`config.mk`:
```
export PLATFORM = sky130hd
export DESIGN_NAME = exec_wb_unit
export DESIGN_NICKNAME = d
export VERILOG_FILES = /design/src/rtl/exec_wb_unit.sv
export SDC_FILE = /design/constraint.sdc
export NUM_CORES = 1
export LEC_CHECK = 0
export CAP_MARGIN = 20
export CORE_AREA = 2 2 137 139
export CTS_CLUSTER_DIAMETER = 50
export DETAILED_ROUTE_END_ITERATION = 10
export DIE_AREA = 0 0 139 141
export SLEW_MARGIN = 15
export SYNTH_ARGS = -nofsm -noshare
export SYNTH_HDL_FRONTEND = slang
export SYNTH_SLANG_ARGS = --single-unit
```
`constraint.sdc`:
```
create_clock -name clk -period 6.6 [get_ports clk]
set_input_delay 1.65 -clock clk [delete_from_list [all_inputs] [get_ports clk]]
set_output_delay 1.65 -clock clk [all_outputs]
set_load 0.05 [all_outputs]
```
`src/rtl/exec_wb_unit.sv`:
```
// Multi-cycle execute/write-back sequencer: latches one instruction, reads operands,
// computes ALU (3 cycles) or shift-add MUL (11 cycles), writes back and updates Z/C.
module exec_wb_unit #(
  parameter int DW = 8,
  parameter int AW = 3
) (
  input  logic          clk,
  input  logic          reset,
  input  logic          instr_valid,
  output logic          instr_ready,
  input  logic [3:0]    op,
  input  logic [AW-1:0] rd,
  input  logic [AW-1:0] rs1,
  input  logic [AW-1:0] rs2,
  input  logic [DW-1:0] imm,
  output logic [AW-1:0] read_add1,
  output logic [AW-1:0] read_add2,
  input  logic [DW-1:0] read_data1,
  input  logic [DW-1:0] read_data2,
  output logic          en,
  output logic [AW-1:0] write_add,
  output logic [DW-1:0] datain,
  output logic          done,
  output logic          illegal,
  output logic          zero_flag,
  output logic          carry_flag
);

  localparam int CW = (DW > 1) ? $clog2(DW) : 1;
  localparam logic [CW-1:0] CNT_LAST = CW'(DW - 1);

  localparam logic [3:0] OP_ADD = 4'h0;
  localparam logic [3:0] OP_SUB = 4'h1;
  localparam logic [3:0] OP_AND = 4'h2;
  localparam logic [3:0] OP_OR  = 4'h3;
  localparam logic [3:0] OP_XOR = 4'h4;
  localparam logic [3:0] OP_NOT = 4'h5;
  localparam logic [3:0] OP_SHL = 4'h6;
  localparam logic [3:0] OP_SHR = 4'h7;
  localparam logic [3:0] OP_MOV = 4'h8;
  localparam logic [3:0] OP_LDI = 4'h9;
  localparam logic [3:0] OP_MUL = 4'hA;

  typedef enum logic [2:0] {
    S_IDLE = 3'd0,
    S_READ = 3'd1,
    S_EXEC = 3'd2,
    S_MUL  = 3'd3,
    S_WB   = 3'd4
  } state_t;

  state_t state_q, state_d;

  logic [3:0]      op_q;
  logic [AW-1:0]   rd_q, rs1_q, rs2_q;
  logic [DW-1:0]   imm_q;
  logic [DW-1:0]   a_q, b_q;
  logic [DW-1:0]   res_q;
  logic            c_q;
  logic [2*DW-1:0] p_q;
  logic [CW-1:0]   cnt_q;

  logic [DW-1:0]   alu_res;
  logic            alu_c;
  logic [2*DW-1:0] p_nxt;
  logic            op_illegal;
  logic            op_sets_flags;

  assign op_illegal    = (op_q > OP_MUL);
  assign op_sets_flags = (op_q <= OP_SHR) || (op_q == OP_MUL);

  assign instr_ready = (state_q == S_IDLE);
  assign read_add1   = rs1_q;
  assign read_add2   = rs2_q;
  assign write_add   = rd_q;
  assign datain      = res_q;
  assign done        = (state_q == S_WB);
  assign illegal     = (state_q == S_WB) && op_illegal;
  assign en          = (state_q == S_WB) && !op_illegal;

  always_comb begin
    state_d = state_q;
    case (state_q)
      S_IDLE: if (instr_valid) state_d = S_READ;
      S_READ: state_d = S_EXEC;
      S_EXEC: state_d = (op_q == OP_MUL) ? S_MUL : S_WB;
      S_MUL:  if (cnt_q == CNT_LAST) state_d = S_WB;
      S_WB:   state_d = S_IDLE;
      default: state_d = S_IDLE;
    endcase
  end

  always_ff @(posedge clk) begin
    if (reset) state_q <= S_IDLE;
    else       state_q <= state_d;
  end

  // Single-cycle ALU on the captured operands; carry is the widened top bit.
  always_comb begin
    alu_res = '0;
    alu_c   = 1'b0;
    case (op_q)
      OP_ADD: {alu_c, alu_res} = {1'b0, a_q} + {1'b0, b_q};
      OP_SUB: {alu_c, alu_res} = {1'b0, a_q} - {1'b0, b_q};
      OP_AND: alu_res = a_q & b_q;
      OP_OR:  alu_res = a_q | b_q;
      OP_XOR: alu_res = a_q ^ b_q;
      OP_NOT: alu_res = ~a_q;
      OP_SHL: begin alu_res = {a_q[DW-2:0], 1'b0}; alu_c = a_q[DW-1]; end
      OP_SHR: begin alu_res = {1'b0, a_q[DW-1:1]}; alu_c = a_q[0]; end
      OP_MOV: alu_res = a_q;
      OP_LDI: alu_res = imm_q;
      default: alu_res = a_q;
    endcase
  end

  always_comb begin
    p_nxt = p_q;
    if (b_q[cnt_q]) p_nxt = p_q + ({{DW{1'b0}}, a_q} << cnt_q);
  end

  always_ff @(posedge clk) begin
    if (reset) begin
      op_q       <= '0;
      rd_q       <= '0;
      rs1_q      <= '0;
      rs2_q      <= '0;
      imm_q      <= '0;
      a_q        <= '0;
      b_q        <= '0;
      res_q      <= '0;
      c_q        <= 1'b0;
      p_q        <= '0;
      cnt_q      <= '0;
      zero_flag  <= 1'b0;
      carry_flag <= 1'b0;
    end else begin
      case (state_q)
        S_IDLE: begin
          if (instr_valid) begin
            op_q  <= op;
            rd_q  <= rd;
            rs1_q <= rs1;
            rs2_q <= rs2;
            imm_q <= imm;
          end
        end
        S_READ: begin
          a_q <= read_data1;
          b_q <= read_data2;
        end
        S_EXEC: begin
          if (op_q == OP_MUL) begin
            p_q   <= '0;
            cnt_q <= '0;
          end else begin
            res_q <= alu_res;
            c_q   <= alu_c;
          end
        end
        S_MUL: begin
          p_q   <= p_nxt;
          cnt_q <= cnt_q + 1'b1;
          if (cnt_q == CNT_LAST) begin
            res_q <= p_nxt[DW-1:0];
            c_q   <= |p_nxt[2*DW-1:DW];
          end
        end
        S_WB: begin
          // Flags only move for arithmetic/logic ops that actually retire.
          if (!op_illegal && op_sets_flags) begin
            zero_flag  <= (res_q == '0);
            carry_flag <= c_q;
          end
        end
        default: ;
      endcase
    end
  end

endmodule
```
-- Word level (Yosys, flattened, before mapping)
Cells that the tools add are included.
- flip-flop bits (word level): 70
- input bits: 40
- output and inout bits: 23
- logic and storage cells: 78
- add/sub/neg operators: 4
- $lt $le $gt $ge: 3
- equality and inequality tests: 18
- shifts and indexed selects: 1
- mux-type cells: 19
- bitwise operators: 4
- reduce and logical (&&, ||, !) cells: 15
- operator list (operator ; number):
    8-bit one-hot mux with 9 select lines ; 1
    16-bit two-way mux ; 2
    16-bit one-hot mux with 2 select lines ; 1
    16-bit adder ; 1
    4-bit by 3-bit == test with 1-bit output (second input constant) ; 4
    8-bit two-way mux ; 2
    8-bit one-hot mux with 2 select lines ; 1
    8-bit by 3-bit << shifter with 16-bit output ; 1
    3-bit two-way mux ; 4
    3-bit one-hot mux with 4 select lines ; 1
    8-bit by 8-bit adder with 9-bit output ; 1
    8-bit by 8-bit subtractor with 9-bit output ; 1
    8-bit bitwise AND ; 1
    4-bit by 2-bit == test with 1-bit output (second input constant) ; 2
    4-bit == test (second input constant) ; 2
    8-bit zero test ; 1
    2-bit != test (second input constant) ; 4
    8-bit NOT ; 1
    8-bit OR ; 1
    2-bit AND reduction ; 4
    8-bit OR reduction ; 1
    8-bit bitwise XOR ; 1
    3-bit by 2-bit == test with 1-bit output (second input constant) ; 2
    3-bit == test (second input constant) ; 2
    other kinds (18) ; 22

-- Longest topological paths before layout
- depth in word-level cells: 6
- gate-level depth with buffers: 16
- mapped depth without buffers: 15

-- Worst setup path before layout
OpenSTA, ideal clock, no wires.
- kind: reg-to-output
- start point: reg op_q[0]
- end point: out illegal
- data arrival time: 2.124 ns
- data required time: 4.950 ns
- slack: 2.826 ns
- cell stages (with the launch flop): 5
- buffers on the path: 2
- path through: dfxtp_1 clkbuf_1 clkbuf_1 a21oi_1 nor3_1
- cells in the longest elaborated chain, start to end: 2
- ends and longest elaborated chain (element ; RTL line ; text):
    start: declaration ; 54 ; logic [3:0] op_q;
    start signal: assignment ; 141 ; op_q <= op;
    4-bit > comparator ; 69 ; assign op_illegal = (op_q > OP_MUL);
    1-bit logical AND ; 78 ; assign illegal = (state_q == S_WB) && op_illegal;
    end: declaration ; 24 ; output logic illegal,
Every way passes these cells.

-- Worst setup path after layout
- start point: reg op_q[3]
- end point: out illegal
Same word-level chain as after synthesis.

==> impl_metrics.env <==
export IMPL_ys_async_sr_fraction=0
export IMPL_grt_antenna_before_repair=0
export IMPL_dp_cells=987
export IMPL_setup_violations_final=0
export IMPL_grt_start_max_net_pins=71
export IMPL_dr_total_vias=5286
export IMPL_cts_tree="built"
export IMPL_post_synth_edffs=0
export IMPL_synth_area_mm2=0.00533
export IMPL_report_final_hold_viol_count=0
export IMPL_core_mm2=0.0183
export IMPL_number_of_drc_markers_in_iteration_0=615
export IMPL_gp_congestion=0.883
export IMPL_worstPathBufferInverterCount=2
export IMPL_post_synth_num_cell_types=61
export IMPL_route_detailed_wl_per_inst_um=16.0
export IMPL_grt_setup_unrepaired="no"
export IMPL_post_synth_cell_area_avg_um2=7.25
export IMPL_critPathKind="reg2out"
export IMPL_final_period_minus_worst_setup_slack_ns=4.08
export IMPL_die_width_um=139
export IMPL_synth_seq_cells=70
export IMPL_cts_resized=0
export IMPL_critical_path_arrival_ns=2.43
export IMPL_main_area_contributors_after_synthesis="dfxtp_1 26%, ha_1 9.6%, nand2_1 8.9%, a21oi_1 8.2%, nor2_1 4.9%"
export IMPL_finClkSkew_ns=0.00667
export IMPL_row_count=50
export IMPL_via_per_inst=5.28
export IMPL_wirelength_um=16000
export IMPL_holdBufCountCts=0
export IMPL_final_instance_count_excl_fill=1002
export IMPL_timing_hold_worst_class="reg2reg"
export IMPL_globalRoute_totalOverflow=0
export IMPL_dpl_cell_area_mm2=0.00607
export IMPL_die_y_um=141
export IMPL_totalNegativeSetupSlack_ns=0
export IMPL_worst_path_dominant_cell_family="buffers and inverters"
export IMPL_leakage_nw=2.34
export IMPL_cts_root_buffer_cell="clkbuf_16"
export IMPL_vdd_ir_drop_max_v=0.000123
export IMPL_critical_path_startpoint_type="register"
export IMPL_worst_slew_margin_rel=0.312
export IMPL_worst_slew_pin_transition_ns=1.01
export IMPL_clkSlewWorstSetupHoldPaths_ns=0.06
export IMPL_max_clock_freq_mhz=245
export IMPL_yosysMostFrequentCell="nand2_1"
export IMPL_drt_pass1_iter_count=5
export IMPL_grt_pass1_wl_um=26000
export IMPL_timing_critical_path_cells="inv_1 > nor3_1 > clkdlybuf4s50_1"
export IMPL_postLayoutCellArea_mm2=0.00636
export IMPL_clock_sinks=70
export IMPL_worst_skew_pair_late_latency_ns=0.35
export IMPL_final_layout_size_suffix_gt1_frac=0.0469
export IMPL_first_global_vias=4999
export IMPL_post_cts_setup_buffer_count=0
export IMPL_drt_drc_violations_left=0
export IMPL_finalNetCount=848
export IMPL_synth_top_area_cell="dfxtp_1"
export IMPL_total_of_max_cap_violations=0
export IMPL_area_of_the_die_mm2=0.0196
export IMPL_yosysTopAreaCellShare=0.263
export IMPL_hpwl_um=11800
export IMPL_worstPathRequired_ns=4.95
export IMPL_synth_flop_cell="dfxtp_1"
export IMPL_slew_viol_final=0
export IMPL_floorplan_initialDensity=0.292
export IMPL_postSynthNetCount=818
export IMPL_cts_root_to_sink_buffers=2
export IMPL_critical_path_slowest_cell="clkdlybuf4s50_1"
export IMPL_synth_seq_area_share=0.263
export IMPL_layout_worst_path_cycle_share=0.618
export IMPL_path_max_fanout=16
export IMPL_layout_area_overhead_vs_synth_pct=19.5
export IMPL_outcome="completed"
export IMPL_io_pin_count=63
export IMPL_post_synth_inst_count=734
export IMPL_io_buffers=62
export IMPL_htreeDepth=3
export IMPL_post_route_util=0.348
export IMPL_antenna_cells=0
export IMPL_endpoint_kind="output pin"
export IMPL_synthTopCellsByCount="126 x nand2_1, 87 x a21oi_1, 70 x dfxtp_1"
export IMPL_largest_stage_delay_on_the_critical_path_ns=0.85
export IMPL_detail_route_antenna_nets=0
export IMPL_power_per_cell_area_mw_per_mm2=190
export IMPL_gr_usage_all_layers=0.164
export IMPL_cts_made_buffers=9
export IMPL_synth_warning_count=0
==> path summary, 6_finish.rpt <==
kind | startpoint | endpoint | slack, ns | cells after the start
max reg2reg | cnt_q[1]$_SDFFE_PP0P_ | c_q$_SDFFE_PP0P_ | 2.92 | 12
min | read_add1[2]$_SDFFE_PP0P_ | read_add1[2]$_SDFFE_PP0P_ | 0.45 | 2
min reg2reg | read_add1[2]$_SDFFE_PP0P_ | read_add1[2]$_SDFFE_PP0P_ | 0.45 | 2
max | op_q[3]$_SDFFE_PP0P_ | illegal | 2.52 | 3
==> flip-flops by register name (all words and copies together), names as in the netlist <==
name        count
read_add1       3
zero_flag       1
read_add2       3
carry_flag      1
op_q            4
datain          8
cnt_q           3
p_q            16
a_q             8
state_q         3
b_q             8
c_q             1
write_add       3
imm_q           8
==> layout by cell type (no fill, tap or decap), types with 3 or more instances in the layout <==
cell type,n
a211o_1,3
a211oi_1,10
a21o_1,5
a21oi_1,87
a221oi_1,5
a22oi_1,12
a31oi_1,8
and2_1,7
and3_1,5
buf_4,3
clkbuf_16,9
clkdlybuf4s50_1,61
dfxtp_1,70
fa_1,3
ha_1,41
inv_1,31
mux2_2,3
mux2i_1,15
mux4_2,4
nand2_1,126
nand2b_1,12
nand3_1,10
nand4_1,4
nor2_1,69
nor2b_1,3
nor3_1,23
nor4_1,5
o211ai_1,12
o21a_1,7
o21ai_0,41
o21bai_1,5
o221ai_1,3
o22ai_1,11
or3_1,4
xnor2_1,10
xor2_1,3
==> routing by layer <==
metal  GRT usage  wire (um)  vias to the layer above
met2       0.273       7580                      159
li1            -          -                     2671
met5           0          0                        -
met1       0.217       7440                     2434
met4      0.0372        214                        0
met3      0.0363        791                       22
==> layout make-up <==
type                       count  area (um2)
clock buffer                  11         243
multi-input combinational    585        3620
fill                        2000       11900
timing repair buffer          65         638
sequential                    70        1400
tap                          234         293
clock inverter                 4        47.5
inverter                      33         124
==> stage by stage <==
stage          hold slack [ns]  power (W)  worst slack [ns]
6_report                 0.454    0.00121              2.52
3_3_place_gp             0.442   0.000727              2.92
5_1_grt                  0.474    0.00126              2.32
4_1_cts                  0.454    0.00122              2.53
2_1_floorplan            0.433   0.000639              2.83
3_5_place_dp             0.446   0.000727              2.90
==> power breakdown <==
| part | leakage (nW) | switching, W | internal, W |
|---|---|---|---|
| logic | 1.63 | 0.000152 | 0.000100 |
| clock network | 0.141 | 0.000190 | 0.000299 |
| registers | 0.570 | 0.0000279 | 0.000441 |
| total | 2.34 | 0.000370 | 0.000840 |
==> worst reg2reg max path, stage by stage (launching register included) <==
cell	delay (ns)
dfxtp_1	0.79
mux2i_1	0.33
o22ai_1	0.12
and2_1	0.21
ha_1	0.34
a21oi_1	0.28
o21ai_0	0.22
a311oi_1	0.43
o21ai_0	0.19
xnor2_1	0.17
a21oi_1	0.10
nor4_1	0.28
a31oi_1	0.11
==> cell families after synthesis <==
kind of cell,after synthesis,synth area share
flip-flops,70,0.263
adder cells (fa/ha/maj),44,0.108
AND/OR/NAND/NOR,272,0.221
multiplexers,24,0.0569
buffers and inverters,79,0.0578
XOR/XNOR,13,0.0214
AO/OA/AOI/OAI,232,0.272
No activity file was read; power rests on OpenSTA's default activity.
